[src/rtl/regfile_pkg.sv]
// Shared defaults, port-count limits and word/address types for the
// multi-ported register file. No ports; imported by regfile_mp and regfile_scoreboard.
package regfile_pkg;

    localparam int RF_DATA_WIDTH = 32;
    localparam int RF_ADDR_WIDTH = 5;
    localparam int RF_NUM_RD     = 2;
    localparam int RF_NUM_WR     = 2;

    // Supported port-count ranges.
    localparam int RF_MIN_RD = 1;
    localparam int RF_MAX_RD = 4;
    localparam int RF_MIN_WR = 1;
    localparam int RF_MAX_WR = 2;

    typedef logic [RF_ADDR_WIDTH-1:0] rf_addr_t;
    typedef logic [RF_DATA_WIDTH-1:0] rf_data_t;

endpackage

[src/rtl/regfile_scoreboard.sv]
// Pending-bit scoreboard: one busy bit per register, reservation accept,
// flush and a registered population count of the busy bits.
// Ports: clk, reset_n (async, active-low), wr_en/wr_addr (completing writes),
//        rsv_en/rsv_addr (destination reservation), flush,
//        pending (busy bits), rsv_ok, pending_cnt.
module regfile_scoreboard
    import regfile_pkg::*;
#(
    parameter int ADDR_WIDTH = RF_ADDR_WIDTH,
    parameter int NUM_WR     = RF_NUM_WR
) (
    input  logic                                 clk,
    input  logic                                 reset_n,
    input  logic [NUM_WR-1:0]                    wr_en,
    input  logic [NUM_WR-1:0][ADDR_WIDTH-1:0]    wr_addr,
    input  logic                                 rsv_en,
    input  logic [ADDR_WIDTH-1:0]                rsv_addr,
    input  logic                                 flush,
    output logic [(2**ADDR_WIDTH)-1:0]           pending,
    output logic                                 rsv_ok,
    output logic [ADDR_WIDTH:0]                  pending_cnt
);

    localparam int NREGS = 2**ADDR_WIDTH;

    logic [NREGS-1:0]  r_pending;
    logic [NREGS-1:0]  w_pend_nxt;
    logic [ADDR_WIDTH:0] r_cnt;
    logic [ADDR_WIDTH:0] w_cnt_nxt;
    logic              w_wr_hit;

    always_comb begin
        w_wr_hit = 1'b0;
        for (int w = 0; w < NUM_WR; w++) begin
            if (wr_en[w] && (wr_addr[w] == rsv_addr)) begin
                w_wr_hit = 1'b1;
            end
        end
        // A register that completes this cycle may be reserved again.
        rsv_ok = (rsv_addr == '0) || !r_pending[rsv_addr] || w_wr_hit;
    end

    // Order matters: flush, then write clears, then the reservation,
    // so a new producer always wins over both.
    always_comb begin
        w_pend_nxt = flush ? '0 : r_pending;
        for (int w = 0; w < NUM_WR; w++) begin
            if (wr_en[w]) begin
                w_pend_nxt[wr_addr[w]] = 1'b0;
            end
        end
        if (rsv_en && rsv_ok && (rsv_addr != '0)) begin
            w_pend_nxt[rsv_addr] = 1'b1;
        end
    end

    always_comb begin
        w_cnt_nxt = '0;
        for (int i = 0; i < NREGS; i++) begin
            w_cnt_nxt = w_cnt_nxt + {{ADDR_WIDTH{1'b0}}, w_pend_nxt[i]};
        end
    end

    always_ff @(posedge clk or negedge reset_n) begin
        if (!reset_n) begin
            r_pending <= '0;
            r_cnt     <= '0;
        end else begin
            r_pending <= w_pend_nxt;
            r_cnt     <= w_cnt_nxt;
        end
    end

    assign pending     = r_pending;
    assign pending_cnt = r_cnt;

endmodule

[src/rtl/regfile_mp.sv]
// Multi-ported register file with x0 hard-wired to zero and a pending
// scoreboard. Optional write-to-read bypass: define REGFILE_BYPASS_EN.
// Ports: clk, reset_n (async, active-low), rd_addr/rd_data/rd_ready (read
//        ports), wr_en/wr_addr/wr_data (write ports), rsv_en/rsv_addr/rsv_ok
//        (reservation), flush, pending_cnt.
module regfile_mp
    import regfile_pkg::*;
#(
    parameter int DATA_WIDTH = RF_DATA_WIDTH,
    parameter int ADDR_WIDTH = RF_ADDR_WIDTH,
    parameter int NUM_RD     = RF_NUM_RD,
    parameter int NUM_WR     = RF_NUM_WR
) (
    input  logic                                 clk,
    input  logic                                 reset_n,
    input  logic [NUM_RD-1:0][ADDR_WIDTH-1:0]    rd_addr,
    output logic [NUM_RD-1:0][DATA_WIDTH-1:0]    rd_data,
    output logic [NUM_RD-1:0]                    rd_ready,
    input  logic [NUM_WR-1:0]                    wr_en,
    input  logic [NUM_WR-1:0][ADDR_WIDTH-1:0]    wr_addr,
    input  logic [NUM_WR-1:0][DATA_WIDTH-1:0]    wr_data,
    input  logic                                 rsv_en,
    input  logic [ADDR_WIDTH-1:0]                rsv_addr,
    output logic                                 rsv_ok,
    input  logic                                 flush,
    output logic [ADDR_WIDTH:0]                  pending_cnt
);

    localparam int NREGS = 2**ADDR_WIDTH;

    logic [DATA_WIDTH-1:0] r_regs [NREGS];
    logic [NREGS-1:0]      w_pending;

    regfile_scoreboard #(
        .ADDR_WIDTH (ADDR_WIDTH),
        .NUM_WR     (NUM_WR)
    ) u_sb (
        .clk         (clk),
        .reset_n     (reset_n),
        .wr_en       (wr_en),
        .wr_addr     (wr_addr),
        .rsv_en      (rsv_en),
        .rsv_addr    (rsv_addr),
        .flush       (flush),
        .pending     (w_pending),
        .rsv_ok      (rsv_ok),
        .pending_cnt (pending_cnt)
    );

    // Later ports overwrite earlier ones on an address collision.
    always_ff @(posedge clk or negedge reset_n) begin
        if (!reset_n) begin
            for (int i = 0; i < NREGS; i++) begin
                r_regs[i] <= '0;
            end
        end else begin
            for (int w = 0; w < NUM_WR; w++) begin
                if (wr_en[w] && (wr_addr[w] != '0)) begin
                    r_regs[wr_addr[w]] <= wr_data[w];
                end
            end
        end
    end

    always_comb begin
        rd_data  = '0;
        rd_ready = '0;
        for (int r = 0; r < NUM_RD; r++) begin
            rd_data[r]  = (rd_addr[r] == '0) ? '0 : r_regs[rd_addr[r]];
            rd_ready[r] = !w_pending[rd_addr[r]];
`ifdef REGFILE_BYPASS_EN
            // Forwarding is held off in reset so reads stay zero.
            for (int w = 0; w < NUM_WR; w++) begin
                if (reset_n && wr_en[w] && (rd_addr[r] != '0) &&
                    (wr_addr[w] == rd_addr[r])) begin
                    rd_data[r]  = wr_data[w];
                    rd_ready[r] = 1'b1;
                end
            end
`endif
        end
    end

endmodule

[config.mk]
export PLATFORM = sky130hd
export DESIGN_NAME = regfile_mp
export DESIGN_NICKNAME = d
export VERILOG_FILES = /design/src/rtl/regfile_pkg.sv /design/src/rtl/regfile_scoreboard.sv /design/src/rtl/regfile_mp.sv
export SDC_FILE = /design/constraint.sdc
export NUM_CORES = 2
export LEC_CHECK = 0
export BUFFER_PORTS_ARGS = -buffer_cell sky130_fd_sc_hd__buf_2
export CAP_MARGIN = 5
export CORE_MARGIN = 5
export CORE_UTILIZATION = 45
export CTS_BUF_LIST = sky130_fd_sc_hd__clkbuf_4 sky130_fd_sc_hd__clkbuf_8
export DETAILED_ROUTE_END_ITERATION = 10
export GPL_TIMING_DRIVEN = 0
export PLACE_DENSITY = 0.66
export SLEW_MARGIN = 20
export SYNTH_ARGS = -nofsm -noshare
export SYNTH_HDL_FRONTEND = slang
export SYNTH_SLANG_ARGS = --single-unit
[constraint.sdc]
create_clock -name clk -period 8.8 [get_ports clk]
set_input_delay 2.64 -clock clk [delete_from_list [all_inputs] [get_ports clk]]
set_output_delay 2.64 -clock clk [all_outputs]
set_load 0.05 [all_outputs]
==> impl_results.md <==
- # setup viols final: 18
- RSZ-0062 raised after global routing: true
- DR iter-0 viols: 12200
- Design area: 0.0742 sq mm
- Synth-to-Final Area Change: 12.2%
- Fill cells: 13300
- Sink count of the clock tree: 1062
- Slew at the pin with the worst max-slew slack: 1370 ps
- Vias: 64400
- Placed instance count: 8611
- CTS H-tree lvls: 4
- Non-Filler Instances: 8974
- Arrival time of the worst setup path: 6410 ps
- Post-synth EDFFs: 0
- Syn avg cell area: 10.1 sq um
- Area leader, netlist: dfrtp_1
- Yosys cell types: 61
- Tightest Hold Check Type: reg2reg
- CP Launch Point: rd_addr[1]
- Critical R2R Launch: u_sb.pending[0]
- Fmax: 0.111 GHz
- Top post-synthesis cells by area: dfrtp_1 40%, mux4_2 22%, nand2_1 7.9%
- Clock skew: 32.5 ps
- Synth top area share: 0.402
- Port buffer count: 147
- Drt wl/cell: 39.6 um
- Placed instance area: 0.0697 sq mm
- Mapped Cells: 6533
- WP data required: 6160 ps
- Initial antenna violation count: 18
- Violated checks: negative setup slack
- Tmin final: 9050 ps
- Cts bufs inserted: 197
- Final ANT Viol Nets: 0
- Row count: 140
- Synth Warn #: 0
- Synth async-reset ratio: 1.00
- Power per Cell Area: 239 mW/mm^2
- Post-synth top cells: 1386 x nand2_1, 1062 x dfrtp_1, 660 x mux4_2, 625 x nor2_1, 622 x clkbuf_1
- Mapped Area: 0.0662 sq mm
- Max-slew violation count: 0
- Static Leakage: 31.2 nW
- Total negative slack: -1520 ps
- Clk root buf: clkbuf_8
- Synthesized Nets: 6660
- CTS Buffer Depth: 3
- Clock slew at reported path FFs: 60 ps
- Die Ht: 393 um
- #FFs+latches synth: 1062
- Outcome: complete, but fails checks
- Number of global-route vias before repair: 61300
- CP endpoint kind: output port
- CTS tree: built
- Peak supply drop: 168 uV
- Grt ovf: 0
- First-pass GRT wire length: 486000 um
- DR vias/cell: 7.18
- Max-cap violations: 0
- Routed WL: 356000 um
- Cts hold-fix bufs: 0
- Overall power: 17.8 mW
- Die Wd: 393 um
- Starting density of the core: 0.453
- Area of the die: 0.155 sq mm
- Part of the cycle the worst path needs: 1.03
- Clock Latency Late Sink: 970 ps
- Worst setup margin: -248 ps
- # IOs: 168
- Register area share after synthesis: 0.402
- Type of the worst setup path: in2out
- Max-Slew Margin vs Limit: 0.0868
- Largest net degree at the start of global routing: 131
- Ys flop type: dfrtp_1
- Core area: 0.146 sq mm
- Share of cells above drive strength 1: 0.201
- GRT Overall Usage: 0.447
- GPL Wtd Cong: 1.08
- Finished Core Util: 0.509
- Min-delay src: r_regs[1004]
- Nets: 7016
- Drt pass-1 iters: 7
- Drt drc: 0
- DP HPWL: 270000 um
- CP Launch Type: input pin
- Worst-path maximum fanout: 11
- Fin. Hold Viols: 0
- Cell with the most instances after synthesis: nand2_1
- FF-to-FF setup slack: 1580 ps
## cell type report
| cell class | count | area, sq um | share of cell area |
|---|---|---|---|
| Clock buffer | 321 | 4020 | 0.0541 |
| Clock inverter | 35 | 307 | 0.00413 |
| Buffer | 785 | 3240 | 0.0437 |
| Tap cell | 1917 | 2400 | 0.0323 |
| Antenna cell | 11 | 27.5 | 0.000371 |
| Sequential cell | 1062 | 26600 | 0.358 |
| Timing Repair Buffer | 162 | 1080 | 0.0145 |
| Inverter | 94 | 353 | 0.00475 |
| Multi-Input combinational cell | 4587 | 36200 | 0.488 |
## cells in the final DEF, fill, tap and decap left out, types with 24 or more instances in the layout
cell	synthesis	final
a21oi_1	189	189
a22oi_1	42	42
a2bb2oi_1	50	50
a31oi_1	386	385
a32oi_1	87	87
buf_1	43	30
buf_2	117	269
clkbuf_1	622	567
clkbuf_2	3	49
clkbuf_4	0	70
clkbuf_8	0	257
dfrtp_1	1062	1062
fa_1	24	24
inv_1	94	94
mux2i_1	412	412
mux4_2	660	660
nand2_1	1386	1378
nor2_1	625	617
o21ai_0	529	515
## routing by layer
metal  share of wire  track usage
met2            0.40        0.608
met5         0.00022      0.00188
met3            0.16        0.189
met1            0.34        0.557
met4            0.10        0.352
## where the power goes
part | total, mW | switching [mW] | internal, mW
logic | 5.21 | 2.93 | 2.28
clock network | 5.42 | 2.43 | 2.99
registers | 7.13 | 1.04 | 6.10
total | 17.8 | 6.40 | 11.4
## logic make-up (layout without fill, tap and decap cells)
group | count (synthesis) | count (layout) | synth area share
XOR/XNOR | 13 | 13 | 0.00172
AND/OR/NAND/NOR | 2130 | 2130 | 0.127
flip-flops | 1062 | 1062 | 0.402
AO/OA/AOI/OAI | 1336 | 1336 | 0.120
other | 0 | 11 | 0
multiplexers | 1076 | 1076 | 0.288
buffers and inverters | 884 | 1397 | 0.0529
adder cells (fa/ha/maj) | 32 | 32 | 0.00878
## final timing paths
path                                        to  cells past startpoint
max                                rd_data[22]                      8
min                               r_regs[1004]                      1
max reg2reg                u_sb.pending_cnt[4]                     17
min reg2reg                       r_regs[1004]                      1
max in group asynchronous          r_regs[792]                      4
min in group asynchronous          r_regs[810]                      1
## worst max-delay path, cell delays in order
cell and delay (ps):
buf_2 230, buf_2 640, clkbuf_1 880, mux4_2 390, mux4_2 240, inv_1 90
o21ai_0 810, buf_2 420
## metrics by stage
| stage | setup WS (ps) | hold WS (ps) |
|---|---|---|
| final | -248 | 487 |
| after global routing | -25.8 | 497 |
| after CTS | -110 | 481 |
| after detailed placement | -1930 | 464 |
| after global placement | -19800 | 453 |
| after floorplan | 94.4 | 441 |
## sequential cells by signal, summed over array words and instances (netlist names)
signal	flops
r_regs	1024
u_sb.pending_cnt	6
u_sb.pending	32
## what timing repair did
item                       4_1_cts  5_1_grt
setup endpoints to repair       40       28
resized for setup               35       75
buffers inserted                 0        0
Power figures use the tool's default switching activity.
